## config.mk

```make
export PLATFORM = sky130hd
export DESIGN_NAME = psum_wb_addr_gen
export DESIGN_NICKNAME = d
export VERILOG_FILES = /design/src/rtl/psum_wb_addr_gen.sv
export SDC_FILE = /design/constraint.sdc
export NUM_CORES = 1
export LEC_CHECK = 0
export BUFFER_PORTS_ARGS = -buffer_cell sky130_fd_sc_hd__buf_2
export CELL_PAD_IN_SITES_DETAIL_PLACEMENT = 0
export CELL_PAD_IN_SITES_GLOBAL_PLACEMENT = 2
export CORE_ASPECT_RATIO = 0.9
export CORE_MARGIN = 2
export CORE_UTILIZATION = 35
export DETAILED_ROUTE_END_ITERATION = 10
export PLACE_DENSITY_LB_ADDON = 0.1
export SLEW_MARGIN = 5
export SYNTH_ARGS = -nofsm -noshare
export SYNTH_HDL_FRONTEND = slang
export SYNTH_SLANG_ARGS = --single-unit
```

## constraint.sdc

```tcl
create_clock -name clk -period 3.2 [get_ports clk]
set_clock_uncertainty 0.05 [all_clocks]
set_input_delay 0.32 -clock clk [delete_from_list [all_inputs] [get_ports clk]]
set_output_delay 0.32 -clock clk [all_outputs]
set_load 0.01 [all_outputs]
```

## src/rtl/psum_wb_addr_gen.sv

```systemverilog
// psum_wb_addr_gen
// ----------------
// Purpose: generates SRAM write-back addresses and enables for partial-sum
// results. One pass writes DEPTH rows for each of two output groups. Group 1
// runs SKEW cycles behind group 0. The first row arrives LAT cycles after a
// start is accepted.
//
// Optional feature (compile-time macro WB_BASE_ADDR_EN):
//   defined   -> base_addr input present. It is sampled when start is accepted
//                and added (mod 2^ADDR_W) to every enabled write address.
//   undefined -> no base_addr port; the base is 0.
//
// Ports:
//   clk            in   single clock, rising edge
//   rst_n          in   synchronous active-low reset
//   start          in   one-cycle pass request (honoured only when idle)
//   stall          in   freezes the pass for the current cycle
//   base_addr      in   [ADDR_W] write base (only with WB_BASE_ADDR_EN)
//   sram_waddr_o0  out  [ADDR_W] group-0 write address (queues 0~3)
//   sram_waddr_o1  out  [ADDR_W] group-1 write address (queues 4~7)
//   sram_wen_o0    out  group-0 write enable
//   sram_wen_o1    out  group-1 write enable
//   busy           out  pass in progress, aligned with the write outputs
//   done           out  pulse on the final write of a pass
module psum_wb_addr_gen #(
  parameter int ADDR_W = 10,
  parameter int DEPTH  = 99,
  parameter int SKEW   = 4,
  parameter int LAT    = 8
) (
  input  logic              clk,
  input  logic              rst_n,
  input  logic              start,
  input  logic              stall,
`ifdef WB_BASE_ADDR_EN
  input  logic [ADDR_W-1:0] base_addr,
`endif
  output logic [ADDR_W-1:0] sram_waddr_o0,
  output logic [ADDR_W-1:0] sram_waddr_o1,
  output logic              sram_wen_o0,
  output logic              sram_wen_o1,
  output logic              busy,
  output logic              done
);

  localparam int LAST  = DEPTH + SKEW - 1;
  localparam int CNT_W = (LAST > 0) ? $clog2(LAST + 1) : 1;

  localparam logic [ADDR_W-1:0] PARK      = ADDR_W'(127);
  localparam logic [7:0]        WAIT_LAST = 8'(LAT - 1);
  localparam logic [CNT_W-1:0]  CNT_LAST  = CNT_W'(LAST);

  typedef enum logic [1:0] {
    IDLE,
    WAIT,
    WRITE
  } state_t;

  state_t                 state_reg, state_next;
  logic [7:0]             wait_cnt_reg, wait_cnt_next;
  logic [CNT_W-1:0]       cnt_reg, cnt_next;
  logic [1:0]             wen_reg, wen_next;
  logic [1:0][ADDR_W-1:0] waddr_reg, waddr_next;
  logic                   busy_reg;
  logic                   done_reg, done_next;
  logic [ADDR_W-1:0]      base_cur;
  logic                   accept;

  // The state machine is already back in IDLE while the final write is still
  // on the registered outputs. Gating on busy_reg keeps a start in that cycle
  // from being honoured, so passes never overlap on the outputs.
  assign accept = (state_reg == IDLE) && start && !busy_reg;

`ifdef WB_BASE_ADDR_EN
  logic [ADDR_W-1:0] base_reg;

  always_ff @(posedge clk) begin
    if (!rst_n) begin
      base_reg <= '0;
    end else if (accept) begin
      base_reg <= base_addr;
    end
  end

  assign base_cur = base_reg;
`else
  assign base_cur = '0;
`endif

  // Next-state logic. A stall in WAIT or WRITE holds both counters.
  always_comb begin
    state_next    = state_reg;
    wait_cnt_next = wait_cnt_reg;
    cnt_next      = cnt_reg;
    done_next     = 1'b0;
    case (state_reg)
      IDLE: begin
        if (accept) begin
          state_next    = WAIT;
          wait_cnt_next = '0;
          cnt_next      = '0;
        end
      end
      WAIT: begin
        if (!stall) begin
          wait_cnt_next = wait_cnt_reg + 8'd1;
          // This increment is the LAT-th one: the first array row arrives next.
          if (wait_cnt_reg == WAIT_LAST) begin
            state_next = WRITE;
            cnt_next   = '0;
          end
        end
      end
      WRITE: begin
        if (!stall) begin
          if (cnt_reg == CNT_LAST) begin
            state_next = IDLE;
            cnt_next   = '0;
            done_next  = 1'b1;
          end else begin
            cnt_next = cnt_reg + CNT_W'(1);
          end
        end
      end
      default: begin
        state_next = IDLE;
      end
    endcase
  end

  // Group write windows. Group 0 covers cnt 0..DEPTH-1. Group 1 covers
  // SKEW..DEPTH+SKEW-1, with its address rebased to start from 0.
  generate
    for (genvar gi = 0; gi < 2; gi++) begin : g_grp
      localparam int LO = (gi == 0) ? 0 : SKEW;
      localparam int HI = (gi == 0) ? DEPTH - 1 : LAST;

      logic              in_win;
      logic [ADDR_W-1:0] rel;

      assign in_win = (state_reg == WRITE) && !stall &&
                      (int'(cnt_reg) >= LO) && (int'(cnt_reg) <= HI);
      assign rel    = ADDR_W'(int'(cnt_reg) - LO);

      assign wen_next[gi]   = in_win;
      assign waddr_next[gi] = in_win ? (rel + base_cur) : PARK;
    end
  endgenerate

  always_ff @(posedge clk) begin
    if (!rst_n) begin
      state_reg    <= IDLE;
      wait_cnt_reg <= '0;
      cnt_reg      <= '0;
      wen_reg      <= '0;
      waddr_reg    <= {PARK, PARK};
      busy_reg     <= 1'b0;
      done_reg     <= 1'b0;
    end else begin
      state_reg    <= state_next;
      wait_cnt_reg <= wait_cnt_next;
      cnt_reg      <= cnt_next;
      wen_reg      <= wen_next;
      waddr_reg    <= waddr_next;
      busy_reg     <= (state_reg != IDLE);
      done_reg     <= done_next;
    end
  end

  assign sram_wen_o0   = wen_reg[0];
  assign sram_wen_o1   = wen_reg[1];
  assign sram_waddr_o0 = waddr_reg[0];
  assign sram_waddr_o1 = waddr_reg[1];
  assign busy          = busy_reg;
  assign done          = done_reg;

endmodule
```

==> Flow_metrics.wiki <==
{| class="wikitable"
! Metric !! Value
|-
| Overall Power || 0.821 mW
|-
| Start-to-end type of the worst setup path || flop to flop
|-
| Routed length per instance || 13.2 µm
|-
| Post-layout instance count excluding filler cells || 261
|-
| Clock tree from TritonCTS || yes
|-
| Routability congestion estimate || 0.757
|-
| Worst slew margin relative to its limit || 0.604
|-
| Max-capacitance violation count || 0
|-
| Count of pins over their slew limit || 0
|-
| Number of hold-repair buffers added at the cts stage || 0
|-
| Growth of design area from synthesis to finish || 14.6%
|-
| Width of the die || 75.5 µm
|-
| Min-Delay Path Class || primary input to flop
|-
| Count of filler cells inserted in the layout || 474
|-
| Layout cells sized above 1 || 0.196
|-
| Height of the die || 68.4 µm
|-
| Total instance count after detailed placement || 253
|-
| Insertion delay of the later-clocked pin in the worst-skew pair || 0.28 ns
|-
| Via Count || 1349
|-
| Synthesized netlist cell count || 175
|-
| Antenna violations before repair || 0
|-
| Placed standard-cell area || 1750 µm²
|-
| DRC violation count after routing || 0
|-
| Post-CTS setup buffer count || 0
|-
| Maximum clock insertion buffer count || 2
|-
| Maximum level of the CTS H-tree || 2
|-
| Yosys warnings || 0
|-
| Gr ovfl total || 0
|-
| Seq. cell area || 721 µm²
|-
| Post-detailed-placement half-perimeter wirelength || 2570 µm
|-
| Pin count of the biggest net entering global routing || 15
|-
| Worst vdd ir || 203 µV
|-
| Post-route antenna net violation count || 0
|-
| Initial core utilization || 0.364
|-
| Post-Layout Inst Area || 1850 µm²
|-
| CP Launch Type || flop
|-
| Required arrival time at the worst endpoint || 3.37 ns
|-
| Area of the mapped netlist || 1610 µm²
|-
| Final period demand of the worst path || 2.03 ns
|-
| Leakage power || 0.657 nW
|-
| Run status || completed
|-
| Post-cts sizing count || 0
|-
| Mean instance size in the synthesized netlist || 9.21 µm²
|-
| Via count of the first global-routing pass || 1167
|-
| Die footprint || 5160 µm²
|-
| Max Freq || 492 MHz
|-
| Arrival time of data at the critical path endpoint || 2.20 ns
|-
| Count of input and output buffers || 24
|-
| Power density over the cells || 444 nW/µm²
|-
| Via density || 5.17
|-
| Number of enable-type register cells in the synthesized netlist || 0
|-
| Drt first-iter violations || 77
|-
| Worst stage delay on the critical path || 0.59 ns
|-
| Count of antenna diodes in the layout || 0
|-
| Clock transition at path regs || 0.07 ns
|-
| Top cell type's share of synthesized area || 0.447
|-
| Cell Rows || 23
|-
| Share of synthesized registers carrying an async set or reset || 0
|-
| Final wirelength || 3450 µm
|-
| Final sum of negative setup slack || 0 ns
|-
| Actual slew at the worst max-slew pin || 0.579 ns
|-
| Final critical-path share of the clock period || 0.635
|-
| # clock sinks || 36
|-
| Slowest cell on the critical path || sky130_fd_sc_hd__dfxtp_1
|-
| Area occupied by multi-input gates || 808 µm²
|-
| Portion of the post-synthesis area used by sequential elements || 0.447
|-
| Num CTS Buffers || 5
|-
| Count of unique library cells instantiated by Yosys || 48
|-
| Maximum net fanout on the critical path || 14
|-
| Floorplan Core Area || 4430 µm²
|-
| Total global-route track usage || 0.150
|-
| Most common flop cell mapped by yosys || sky130_fd_sc_hd__dfxtp_1
|-
| Count of state elements after synthesis || 36
|-
| Fin nets || 207
|-
| Largest cells by area after synthesis || sky130_fd_sc_hd__dfxtp_1 45%, sky130_fd_sc_hd__nand2_1 4.0%, sky130_fd_sc_hd__ha_1 3.9%
|-
| Count of endpoints failing hold in the final timing report || 0
|-
| Pre-antenna DRT Iters || 4
|-
| First-pass GRT wire length || 5780 µm
|-
| Setup repair after global routing missed its margin || false
|-
| Number of setup violations in the final report || 0
|-
| IO Count || 28
|-
| Top cell type by total area after synthesis || sky130_fd_sc_hd__dfxtp_1
|-
| Critical Path End Type || flop
|-
| Crit-path cells || nand4bb_1, a31oi_1, a21boi_1, and3_1
|-
| Root buf cell || sky130_fd_sc_hd__clkbuf_8
|}
[report_power, final]
part	internal [mW]	total [mW]	switching (mW)	leakage (nW)
Combinational	0.0153	0.0378	0.0225	0.322
Clock	0.175	0.328	0.154	0.0445
Sequential	0.450	0.455	0.00413	0.291
[final timing paths]
| path | slack (ns) | to | cells after the start | startpoint |
|---|---|---|---|---|
| max | 1.17 | sram_waddr_o1[8] | 4 | state_reg[1] |
| min | 0.33 | cnt_reg[3] | 3 | rst_n |
| max reg2reg | 1.17 | sram_waddr_o1[8] | 4 | state_reg[1] |
| min reg2reg | 0.43 | sram_waddr_o1[2] | 1 | cnt_reg[2] |
[cells in the final DEF (no fill, tap or decap), drive strengths merged, types with 2 or more instances in the layout]
cell type,netlist,final
a2111oi,2,2
a21oi,10,10
nand3,6,6
ha,5,5
o31ai,4,4
nor2,12,12
a31oi,2,2
a211oi,4,4
and3,3,3
nand2b,8,8
buf,6,24
clkbuf,4,7
a32oi,3,3
a32o,2,2
inv,7,7
or2,2,2
nor3,5,5
nor4b,2,2
xnor2,4,4
nand4,3,3
conb,1,3
or4,3,3
dfxtp,36,36
nand2,17,17
o22ai,2,2
o21ai,2,2
[kinds of logic after synthesis]
kind of cell    share of synthesized area
simple gates                        0.255
compound gates                      0.179
flops                               0.447
buf+inv                            0.0559
fa+ha+maj                          0.0388
xor+xnor                           0.0217
other cells                       0.00233
[synth_stat cells (all sizes together), types with 2 or more instances]
cell / n
a21oi: 10
ha: 5
a211oi: 4
o31ai: 4
dfxtp: 36
and3: 3
a2111oi: 2
nand4: 3
buf: 6
a32o: 2
clkbuf: 4
nor2: 12
nor4b: 2
or4: 3
inv: 7
nand2: 17
o22ai: 2
nor3: 5
a31oi: 2
nand2b: 8
a32oi: 3
or2: 2
o21ai: 2
nand3: 6
xnor2: 4
[metal layers]
metal	vias to the layer above	routed length [µm]	GRT usage
li1	678	-	-
met4	0	27	0.0461
met1	614	1770	0.219
met2	53	1430	0.210
met3	4	224	0.0442
met5	-	0	0
[per-stage QoR]
step / util / setup slack (ns) / hold WS (ns)
after global routing: 0.417 / 0.869 / 0.323
after global placement: 0.396 / 1.21 / 0.392
after CTS: 0.417 / 1.18 / 0.314
final: 0.417 / 1.17 / 0.325
after floorplan: - / 1.41 / 0.365
after detailed placement: 0.396 / 1.20 / 0.415
[critical path, delay by kind of cell (launching register included)]
family / cells / cell delay, ns
AOI/OAI and AO/OA: 2 / 0.79
DFF: 1 / 0.59
and+or+nand+nor: 2 / 0.53
[area by class of cell]
class | instances | share of cell area
repair buffers | 24 | 0.0650
clock inverters | 1 | 0.00407
inverters | 7 | 0.0142
clock buffers | 7 | 0.0467
multi-input cells | 124 | 0.438
flip-flops and latches | 36 | 0.390
well taps | 62 | 0.0420
Power figures use the tool's default switching activity.
